## config.mk

```make
export PLATFORM = sky130hd
export DESIGN_NAME = fec_fabric_pkt_gen
export DESIGN_NICKNAME = d
export VERILOG_FILES = /design/src/rtl/fec_pkt_gen_pkg.sv /design/src/rtl/fec_lfsr16.sv /design/src/rtl/fec_fabric_pkt_gen.sv
export SDC_FILE = /design/constraint.sdc
export NUM_CORES = 1
export LEC_CHECK = 0
export BUFFER_PORTS_ARGS = -buffer_cell sky130_fd_sc_hd__buf_2
export CORE_MARGIN = 3
export CORE_UTILIZATION = 50
export CTS_BUF_LIST = sky130_fd_sc_hd__clkbuf_8 sky130_fd_sc_hd__clkbuf_16
export CTS_CLUSTER_DIAMETER = 150
export DETAILED_ROUTE_END_ITERATION = 6
export GPL_ROUTABILITY_DRIVEN = 1
export PLACE_DENSITY = 0.71
export SLEW_MARGIN = 20
export SYNTH_ARGS = -nofsm -noshare
export SYNTH_HDL_FRONTEND = slang
export SYNTH_HIERARCHICAL = 1
export SYNTH_SLANG_ARGS = --single-unit
```

## constraint.sdc

```tcl
create_clock -name clk_i -period 11.8 [get_ports clk_i]
set_input_delay 1.18 -clock clk_i [delete_from_list [all_inputs] [get_ports clk_i]]
set_output_delay 1.18 -clock clk_i [all_outputs]
set_load 0.05 [all_outputs]
```

## src/rtl/fec_pkt_gen_pkg.sv

```systemverilog
// Shared types and constants for the FEC fabric packet generator.
// Holds the fabric record types, the FSM state enum and the length clamp.
package fec_pkt_gen_pkg;

    typedef struct packed {
        logic        cyc;
        logic        stb;
        logic        we;
        logic [1:0]  sel;
        logic [1:0]  adr;
        logic [15:0] dat;
    } t_wrf_source_out;

    typedef struct packed {
        logic stall;
        logic ack;
    } t_wrf_source_in;

    localparam int unsigned c_hdr_words = 7;
    localparam int unsigned c_min_len   = 46;

    // Taps for x^16 + x^14 + x^13 + x^11 + 1 (bits 15, 13, 12, 10).
    localparam logic [15:0] c_lfsr_taps = 16'hB400;

    typedef enum logic [2:0] {
        S_IDLE,
        S_HDR,
        S_PAY,
        S_DRAIN,
        S_GAP
    } t_gen_state;

    function automatic logic [15:0] clamp_len(
        input logic [15:0] len,
        input int unsigned max_len
    );
        logic [15:0] r;
        r = len;
        if ({16'b0, len} < c_min_len) begin
            r = 16'(c_min_len);
        end else if ({16'b0, len} > max_len) begin
            r = 16'(max_len);
        end
        return r;
    endfunction

endpackage

```

## src/rtl/fec_lfsr16.sv

```systemverilog
// 16-bit Fibonacci LFSR payload source.
// Ports: load_i reloads seed_i, en_i advances one step, q_o is the state.
module fec_lfsr16
    import fec_pkt_gen_pkg::*;
(
    input  logic        clk_i,
    input  logic        rst_n_i,
    input  logic        load_i,
    input  logic        en_i,
    input  logic [15:0] seed_i,
    output logic [15:0] q_o
);

    logic [15:0] q_q;

    always_ff @(posedge clk_i or negedge rst_n_i) begin
        if (!rst_n_i) begin
            q_q <= '0;
        end else if (load_i) begin
            q_q <= seed_i;
        end else if (en_i) begin
            q_q <= {q_q[14:0], ^(q_q & c_lfsr_taps)};
        end
    end

    assign q_o = q_q;

endmodule

```

## src/rtl/fec_fabric_pkt_gen.sv

```systemverilog
// Ethernet frame generator driving a pipelined WB fabric source port.
// Ports: cfg_* frame setup, start_i/stop_i control, src_* fabric, status outs.
module fec_fabric_pkt_gen
    import fec_pkt_gen_pkg::*;
#(
    parameter int unsigned g_num_streams = 1,
    parameter int unsigned g_max_len     = 1500,
    parameter logic [15:0] g_lfsr_seed   = 16'hACE1,
    parameter int unsigned g_ack_timeout = 1024,
    parameter int unsigned g_gap_width   = 16
) (
    input  logic                   clk_i,
    input  logic                   rst_n_i,
    input  logic [47:0]            cfg_dst_mac_i,
    input  logic [47:0]            cfg_src_mac_i,
    input  logic [15:0]            cfg_len_i,
    input  logic [g_gap_width-1:0] cfg_gap_i,
    input  logic [31:0]            cfg_count_i,
    input  logic                   start_i,
    input  logic                   stop_i,
    output logic                   src_cyc_o,
    output logic                   src_stb_o,
    output logic                   src_we_o,
    output logic [1:0]             src_sel_o,
    output logic [1:0]             src_adr_o,
    output logic [15:0]            src_dat_o,
    input  logic                   src_stall_i,
    input  logic                   src_ack_i,
    output logic                   busy_o,
    output logic                   done_o,
    output logic [31:0]            frame_cnt_o,
    output logic [31:0]            stall_cnt_o,
    output logic                   timeout_o
);

    localparam int unsigned c_tw = $clog2(g_ack_timeout + 1);
    localparam logic [c_tw-1:0] c_tmo_last = c_tw'(g_ack_timeout - 1);
    localparam logic [2:0] c_stream_last = 3'(g_num_streams - 1);
    localparam logic [15:0] c_hdr_last = 16'(c_hdr_words - 1);

    t_gen_state             state_q;
    logic                   cyc_q;
    logic                   stb_q;
    logic                   busy_q;
    logic                   done_q;
    logic                   timeout_q;
    logic                   stop_seen_q;
    logic [47:0]            dst_q;
    logic [47:3]            src_q;
    logic [15:0]            len_q;
    logic [31:0]            count_q;
    logic [g_gap_width-1:0] gap_q;
    logic [g_gap_width-1:0] gcnt_q;
    logic [15:0]            widx_q;
    logic [2:0]             stream_q;
    logic [15:0]            out_q;
    logic [15:0]            out_d;
    logic [c_tw-1:0]        tmo_q;
    logic [31:0]            frame_cnt_q;
    logic [31:0]            stall_cnt_q;

    t_wrf_source_out src_out;
    t_wrf_source_in  src_in;

    logic        accept;
    logic        ack_ok;
    logic        lfsr_load;
    logic        lfsr_en;
    logic [15:0] lfsr_q;
    logic [15:0] lfsr_seed;
    logic [15:0] pay_last;
    logic        last_odd;
    logic        gap_done;
    logic [15:0] hdr_word;

    // Low MAC bits are replaced by the stream index.
    logic unused_src_bits;
    assign unused_src_bits = ^cfg_src_mac_i[2:0];

    assign src_in = '{stall: src_stall_i, ack: src_ack_i};

    assign accept = stb_q & ~src_in.stall;
    // A stray ack with nothing outstanding must not wrap the counter.
    assign ack_ok = src_in.ack & (out_q != '0);

    always_comb begin
        out_d = out_q;
        unique case ({accept, ack_ok})
            2'b10:   out_d = out_q + 16'd1;
            2'b01:   out_d = out_q - 16'd1;
            default: out_d = out_q;
        endcase
    end

    assign lfsr_seed = g_lfsr_seed ^ {13'b0, stream_q};
    assign lfsr_load = (state_q == S_HDR) && accept && (widx_q == c_hdr_last);
    assign lfsr_en   = (state_q == S_PAY) && accept;

    fec_lfsr16 u_lfsr (
        .clk_i   (clk_i),
        .rst_n_i (rst_n_i),
        .load_i  (lfsr_load),
        .en_i    (lfsr_en),
        .seed_i  (lfsr_seed),
        .q_o     (lfsr_q)
    );

    assign pay_last = (len_q - 16'd1) >> 1;
    assign last_odd = (state_q == S_PAY) && (widx_q == pay_last) && len_q[0];
    assign gap_done = (gap_q == '0) ||
                      (gcnt_q == gap_q - g_gap_width'(1));

    always_comb begin
        hdr_word = len_q;
        unique case (widx_q[2:0])
            3'd0:    hdr_word = dst_q[47:32];
            3'd1:    hdr_word = dst_q[31:16];
            3'd2:    hdr_word = dst_q[15:0];
            3'd3:    hdr_word = src_q[47:32];
            3'd4:    hdr_word = src_q[31:16];
            3'd5:    hdr_word = {src_q[15:3], stream_q};
            default: hdr_word = len_q;
        endcase
    end

    always_ff @(posedge clk_i or negedge rst_n_i) begin
        if (!rst_n_i) begin
            state_q     <= S_IDLE;
            cyc_q       <= 1'b0;
            stb_q       <= 1'b0;
            busy_q      <= 1'b0;
            done_q      <= 1'b0;
            timeout_q   <= 1'b0;
            stop_seen_q <= 1'b0;
            dst_q       <= '0;
            src_q       <= '0;
            len_q       <= '0;
            count_q     <= '0;
            gap_q       <= '0;
            gcnt_q      <= '0;
            widx_q      <= '0;
            stream_q    <= '0;
            out_q       <= '0;
            tmo_q       <= '0;
            frame_cnt_q <= '0;
            stall_cnt_q <= '0;
        end else begin
            done_q <= 1'b0;
            out_q  <= out_d;
            if (stb_q && src_in.stall && (stall_cnt_q != '1)) begin
                stall_cnt_q <= stall_cnt_q + 32'd1;
            end
            if (stop_i && (state_q != S_IDLE)) begin
                stop_seen_q <= 1'b1;
            end
            unique case (state_q)
                S_IDLE: begin
                    if (start_i) begin
                        state_q     <= S_HDR;
                        cyc_q       <= 1'b1;
                        stb_q       <= 1'b1;
                        busy_q      <= 1'b1;
                        dst_q       <= cfg_dst_mac_i;
                        src_q       <= cfg_src_mac_i[47:3];
                        len_q       <= clamp_len(cfg_len_i, g_max_len);
                        count_q     <= cfg_count_i;
                        gap_q       <= cfg_gap_i;
                        widx_q      <= '0;
                        stream_q    <= '0;
                        out_q       <= '0;
                        frame_cnt_q <= '0;
                        stall_cnt_q <= '0;
                        timeout_q   <= 1'b0;
                        stop_seen_q <= 1'b0;
                    end
                end
                S_HDR: begin
                    if (accept) begin
                        if (widx_q == c_hdr_last) begin
                            state_q <= S_PAY;
                            widx_q  <= '0;
                        end else begin
                            widx_q <= widx_q + 16'd1;
                        end
                    end
                end
                S_PAY: begin
                    if (accept) begin
                        if (widx_q == pay_last) begin
                            state_q <= S_DRAIN;
                            stb_q   <= 1'b0;
                            tmo_q   <= '0;
                        end else begin
                            widx_q <= widx_q + 16'd1;
                        end
                    end
                end
                S_DRAIN: begin
                    if ((out_q == '0) || (tmo_q == c_tmo_last)) begin
                        state_q <= S_GAP;
                        cyc_q   <= 1'b0;
                        gcnt_q  <= '0;
                        // Late acks belong to an abandoned cycle.
                        out_q   <= '0;
                        if (out_q != '0) begin
                            timeout_q <= 1'b1;
                        end
                        if (frame_cnt_q != '1) begin
                            frame_cnt_q <= frame_cnt_q + 32'd1;
                        end
                        stream_q <= (stream_q == c_stream_last) ?
                                    3'd0 : stream_q + 3'd1;
                    end else begin
                        tmo_q <= tmo_q + c_tw'(1);
                    end
                end
                S_GAP: begin
                    if (gap_done) begin
                        if (stop_seen_q ||
                            ((count_q != '0) && (frame_cnt_q == count_q))) begin
                            state_q <= S_IDLE;
                            busy_q  <= 1'b0;
                            done_q  <= 1'b1;
                        end else begin
                            state_q <= S_HDR;
                            cyc_q   <= 1'b1;
                            stb_q   <= 1'b1;
                            widx_q  <= '0;
                        end
                    end else begin
                        gcnt_q <= gcnt_q + g_gap_width'(1);
                    end
                end
                default: state_q <= S_IDLE;
            endcase
        end
    end

    always_comb begin
        src_out     = '0;
        src_out.cyc = cyc_q;
        src_out.stb = stb_q;
        src_out.we  = 1'b1;
        src_out.adr = 2'b00;
        if (stb_q) begin
            if (state_q == S_HDR) begin
                src_out.sel = 2'b11;
                src_out.dat = hdr_word;
            end else begin
                src_out.sel = last_odd ? 2'b10 : 2'b11;
                src_out.dat = {lfsr_q[15:8], last_odd ? 8'h00 : lfsr_q[7:0]};
            end
        end
    end

    assign src_cyc_o   = src_out.cyc;
    assign src_stb_o   = src_out.stb;
    assign src_we_o    = src_out.we;
    assign src_sel_o   = src_out.sel;
    assign src_adr_o   = src_out.adr;
    assign src_dat_o   = src_out.dat;
    assign busy_o      = busy_q;
    assign done_o      = done_q;
    assign frame_cnt_o = frame_cnt_q;
    assign stall_cnt_o = stall_cnt_q;
    assign timeout_o   = timeout_q;

endmodule
```

======== Word level (Yosys, flattened, before mapping) ========
Cells that the tools add are included.
cells by class
  reductions and logical operators ........ 40
  order comparisons ....................... 2
  eq/ne operators ......................... 32
  muxes and demuxes ....................... 71
  bitwise gates (word level) .............. 4
  $add $sub $neg .......................... 10
operator list
  kind                                                              count
  two-way mux 16 bit                                                17
  two-way mux 32 bit                                                6
  case mux 16 bit (2 select lines)                                  3
  case mux 16 bit (6 select lines)                                  1
  adder 32 x 1 -> 32 bit (second input constant)                    2
  inequality test 32 bit (second input constant)                    2
  case mux 16 bit (4 select lines)                                  1
  case mux 32 bit (2 select lines)                                  1
  adder 16 x 1 -> 16 bit (second input constant)                    3
  subtractor 16 x 1 -> 16 bit (second input constant)               3
  two-way mux 11 bit                                                3
  == test 32 bit                                                    1
  logical NOT 16 bit                                                2
  nonzero test 32 bit                                               1
  two-way mux 3 bit                                                 10
  inequality test 2 bit (second input constant)                     12
  case mux 11 bit (2 select lines)                                  1
  two-way mux 1 bit                                                 20
  == test 16 x 15 -> 1 bit                                          1
  == test 16 bit                                                    1
  == test 16 x 3 -> 1 bit (second input constant)                   1
  greater-than comparator 16 x 11 -> 1 bit (second input constant)  1
  < comparator 16 x 6 -> 1 bit (second input constant)              1
  AND reduction 4 bit                                               4
  31 further kinds                                                  61
storage, ports and cells
  input port bits ......................... 166
  word-level logic and storage cells ...... 179
  flip-flop bits (word level) ............. 308

======== Logic depth before layout (Yosys ltp) ========
  depth after elaboration ................. 7
  mapped depth ............................ 18
  gate-level depth less buffers ........... 14

======== By module ========
Netlist, hierarchy kept.
modules (own cells, without submodules)
  module              sequential area each (µm²)  cells each  area each (µm²)  instances
  fec_fabric_pkt_gen  7,307.0                     1,910       16,204.3         1
  fec_lfsr16          400.4                       73          780.7            1

======== Least setup slack after synthesis ========
OpenSTA, ideal clock, no wires.
  kind .................................... input port to flip-flop
  start ................................... input port src_stall_i
  end ..................................... register out_q[12]
  arrival ................................. 4,399 ps
  data required time ...................... 11,722 ps
  slack ................................... 7,323 ps
  cell stages on the path ................. 16
  path through ............................ nand2b_1 clkbuf_1 ha_1 clkbuf_1 buf_1 buf_1 xor2_1 ha_1 nand4bb_1 nand4_1 a31o_2 a211oi_1 nor2_1 xnor2_1 or3_1 a21oi_1
on the way
  word-level cells in the longest chain between the ends .. 6
  elaborated cells between the ends (all ways) .. 8
ends and longest elaborated chain
  element                                                  RTL line                                              RTL
  from (decl)                                              fec_fabric_pkt_gen.sv:27                              input logic src_stall_i,
  NOT 1 bit *                                              fec_fabric_pkt_gen.sv:82                              assign accept = stb_q & ~src_in.stall;
  AND 1 bit *                                              fec_fabric_pkt_gen.sv:82
  == test 2 x 1 -> 1 bit or == test 2 bit (tied branches)  fec_fabric_pkt_gen.sv:88                              unique case ({accept, ack_ok})
  case mux 16 bit (2 select lines) *                       fec_fabric_pkt_gen.sv:88
  two-way mux 16 bit (on tied branches)                    fec_fabric_pkt_gen.sv:199, fec_fabric_pkt_gen.sv:158
  case mux 16 bit (2 select lines) *                       fec_fabric_pkt_gen.sv:156                             unique case (state_q)
  to (signal assigned)                                     fec_fabric_pkt_gen.sv:149                             out_q <= out_d;
  to (decl)                                                fec_fabric_pkt_gen.sv:56                              logic [15:0] out_q;
Mark *: on every way between the ends. The rest lies on a longest branch, timed or not.
A chain may end at the register's enable or synchronous reset.

======== Worst setup path after layout ========
  start ................................... register len_q[0]
  end ..................................... output port src_dat_o[3]
on the way
  word-level cells in the longest chain between the ends .. 7
ends and longest elaborated chain
  element                      RTL line                   RTL
  from (decl)                  fec_fabric_pkt_gen.sv:50   logic [15:0] len_q;
  from (signal assigned)       fec_fabric_pkt_gen.sv:165  len_q <= clamp_len(cfg_len_i, g_max_len);
  subtractor 16 x 1 -> 16 bit  fec_fabric_pkt_gen.sv:108  assign pay_last = (len_q - 16'd1) >> 1;
  == test 16 x 15 -> 1 bit     fec_fabric_pkt_gen.sv:109  assign last_odd = (state_q == S_PAY) && (widx_q == pay_last) && len_q[0];
  logical AND 1 bit            fec_fabric_pkt_gen.sv:109
  logical AND 1 bit *          fec_fabric_pkt_gen.sv:109
  two-way mux 8 bit *          fec_fabric_pkt_gen.sv:251  src_out.dat = {lfsr_q[15:8], last_odd ? 8'h00 : lfsr_q[7:0]};
  two-way mux 16 bit *         fec_fabric_pkt_gen.sv:246  if (state_q == S_HDR) begin
  two-way mux 16 bit *         fec_fabric_pkt_gen.sv:245  if (stb_q) begin
  to (decl)                    fec_fabric_pkt_gen.sv:26   output logic [15:0] src_dat_o,
Marks and branches as above.

==> flow_metrics.env <==
export IMPL_fin_nets=2359
export IMPL_synth_distinct_cells=77
export IMPL_r2r_slack_ns=7.68
export IMPL_placed_cells=2579
export IMPL_yosysMostFrequentCell="nand2_1"
export IMPL_gp_congestion=0.899
export IMPL_cp_start_kind="flip-flop"
export IMPL_crit_path_end_kind="output pin"
export IMPL_p_sw_uw=1800
export IMPL_seqCellArea_mm2=0.00771
export IMPL_multi_input_area_mm2=0.00868
export IMPL_intPower_uw=2600
export IMPL_grt_pass1_wl_um=76800
export IMPL_io_buffer_count=249
export IMPL_peakVddDrop_mv=0.150
export IMPL_fin_tns_setup_ns=0
export IMPL_ys_warn_count=6
export IMPL_die_w_um=190
export IMPL_hold_viol_final=0
export IMPL_clk_latency_ns=0.54
export IMPL_arrival_ns=4.45
export IMPL_async_flop_share_pct=100
export IMPL_avgRoutedWirePerCell_um=17.9
export IMPL_seqPwrFrac_pct=38.4
export IMPL_path_max_fanout=9
export IMPL_status="finished, violations left"
export IMPL_max_slew_margin_pct=30.8
export IMPL_drtIter0Drc=1190
export IMPL_rows=66
export IMPL_dp_hpwl_um=33300
export IMPL_drv_slew=0
export IMPL_failed_checks="design-rule violations"
export IMPL_post_cts_buffers=0
export IMPL_root_buffer="clkbuf_16"
export IMPL_design_core_area_mm2=0.0330
export IMPL_worst_pin_slew_ns=1.04
export IMPL_fmax_ghz=0.178
export IMPL_n_fill_cell=2979
export IMPL_cts_htree_levels=2
export IMPL_drtAntennaViolNets=0
export IMPL_setup_violations=0
export IMPL_finalCriticalPeriod_ns=5.63
export IMPL_worstHoldPathType="reg -> reg"
export IMPL_die_y_um=190
export IMPL_area_growth_pct=16.0
export IMPL_synth_common_cells="nand2_1, dfrtp_1, nor2_1"
export IMPL_synth_seq_area_share_pct=45.4
export IMPL_finalNonFillerCells=2645
export IMPL_drive_above_1_share_pct=16.8
export IMPL_cap_violations=0
export IMPL_grt_use_total_pct=25.9
export IMPL_cts_buffers=36
export IMPL_vias=15000
export IMPL_holdBufCountCts=0
export IMPL_globalRouteOverflowTotal=0
export IMPL_crit_end="src_dat_o[3]"
export IMPL_synth_edf_count=0
export IMPL_wirelength_um=47300
export IMPL_antenna_cells=0
export IMPL_cts_tree="done"
export IMPL_pwr_share_clk_pct=25.5
export IMPL_clock_path_buffers=3
export IMPL_rsz0062_at_grt="false"
export IMPL_skew_ns=0.0210
export IMPL_p_comb_share_pct=36.1
export IMPL_cp_startpoint="len_q[0]$_DFFE_PN0P_"
export IMPL_die_area_mm2=0.0362
export IMPL_grt_pass1_vias=14600
export IMPL_p_sw_share_pct=41.0
export IMPL_first_pass_iters=7
export IMPL_r2r_cells=14
export IMPL_route_detailed_drc=6
export IMPL_clock_sinks=308
export IMPL_leakagePower_uw=0.00955
export IMPL_r2r_end="out_q[12]$_DFF_PN0_"
export IMPL_syn_cell_area_mm2=0.0170
export IMPL_synth_area_leaders="dfrtp_1, nand2_1, xor2_1, xnor2_1, nor2_1"
export IMPL_ys_flop_type="dfrtp_1"
export IMPL_crit_type="reg -> out"
export IMPL_final_min_period_over_clock_period_pct=47.7
export IMPL_regToRegStartpoint="out_q[1]$_DFF_PN0_"
export IMPL_synth_top_area_share_pct=45.4
export IMPL_worst_endpoint_required_ns=10.62
export IMPL_grt_start_max_net_pins=106
export IMPL_path_clk_slew_ns=0.06
export IMPL_drt_vias_per_instance=5.66
export IMPL_antenna_found_initial=0
export IMPL_start_util_pct=51.4
export IMPL_avgSynthCellArea_um2=8.57
export IMPL_yosys_area_top_type="dfrtp_1"
export IMPL_pin_count=256
export IMPL_cts_resized=0
export IMPL_synthCells=1983
export IMPL_power_density_mw_per_mm2=223
export IMPL_ys_ff_latch=308
## cell usage in the layout (no fill, tap or decap), types with 10 or more instances in the layout
cell type and instances:
a21oi_1 63, a221oi_1 10, a22oi_1 11, and2_1 12, and3_1 24, and4_1 11
buf_2 248, buf_4 16, clkbuf_16 36, clkbuf_8 10, conb_1 16, dfrtp_1 308
ha_1 17, inv_1 49, mux2_2 24, mux2i_1 28, nand2_1 539, nand2b_1 16
nand3_1 42, nand4_1 35, nor2_1 159, nor3_1 31, nor4_1 44, o211ai_1 21
o21ai_0 54, o21ai_1 11, o31ai_1 11, or3_1 22, or4_1 14, xnor2_1 77
xor2_1 82
## area by class of cell
type,instances,area share [%]
Sequential cell,308,39.1
Inverter,45,0.858
Multi-Input combinational cell,1520,44.1
Clock buffer,46,5.27
Tap cell,442,2.81
Timing Repair Buffer,265,6.99
Clock inverter,19,0.870
## cells by family after synthesis
family,after synthesis,share of synthesized area (%)
and+or+nand+nor,994,26.4
DFF,308,45.4
AOI/OAI and AO/OA,282,11.4
buffers and inverters,169,4.04
xor gates and xnor gates,159,8.20
muxes,52,3.24
adders and majority gates,17,1.25
other,2,0.0442
## sequential cells by signal, summed over array words and instances, names as in the netlist, 3 cells and up
register / cells
dst_q: 48
out_q: 16
state_q: 3
u_lfsr/q_o: 16
tmo_q: 11
frame_cnt_o: 32
stall_cnt_o: 32
src_q: 45
len_q: 16
widx_q: 16
gcnt_q: 16
stream_q: 3
count_q: 32
gap_q: 16
## worst min path at each step
stage,from,end,slack [ns],depth (start not counted)
2_1_floorplan,src_q[11]$_DFFE_PN0P_,src_q[11]$_DFFE_PN0P_,0.44,2
3_3_place_gp,dst_q[30]$_DFFE_PN0P_,dst_q[30]$_DFFE_PN0P_,0.45,2
3_5_place_dp,dst_q[32]$_DFFE_PN0P_,dst_q[32]$_DFFE_PN0P_,0.46,2
4_1_cts,dst_q[27]$_DFFE_PN0P_,dst_q[27]$_DFFE_PN0P_,0.47,2
5_1_grt,dst_q[28]$_DFFE_PN0P_,dst_q[28]$_DFFE_PN0P_,0.49,2
6_report,src_q[16]$_DFFE_PN0P_,src_q[16]$_DFFE_PN0P_,0.47,2
## critical path: stages (launching register included)
cell,delay [ns]
dfrtp_1,0.46
inv_1,0.16
ha_1,0.25
nor4b_2,0.65
nand3_1,0.21
xnor2_1,0.19
a2111oi_0,0.40
and4_1,0.32
nand2_1,0.16
o31ai_2,0.71
a21oi_1,0.14
buf_2,0.27
## stage by stage
stage	hold slack [ns]	setup WS [ns]	utilization (%)	instance area, um2	total power, uW
floorplan	0.440	7.32	-	17000	2820
global placement	0.454	6.84	55.9	18500	3210
detailed placement	0.459	6.86	55.9	18500	3270
CTS	0.473	6.27	59.6	19700	4410
global route	0.487	5.90	59.6	19700	4690
finish	0.471	6.17	59.6	19700	4400
## power groups by stage
stage	logic [uW]	registers (uW)	clock network, uW
2_1_floorplan	1240	1580	0
3_3_place_gp	1530	1680	0
3_5_place_dp	1570	1690	0
4_1_cts	1580	1680	1140
5_1_grt	1770	1740	1190
6_report	1590	1690	1120
## metal layers
metal | up-vias | wire [um] | global-route usage, %
li1 | 7167 | - | -
met1 | 7215 | 21200 | 37.6
met2 | 535 | 21800 | 41.3
met3 | 66 | 3440 | 4.19
met4 | 0 | 804 | 5.17
met5 | - | 0 | 0
(Power assumes the default switching activity.)
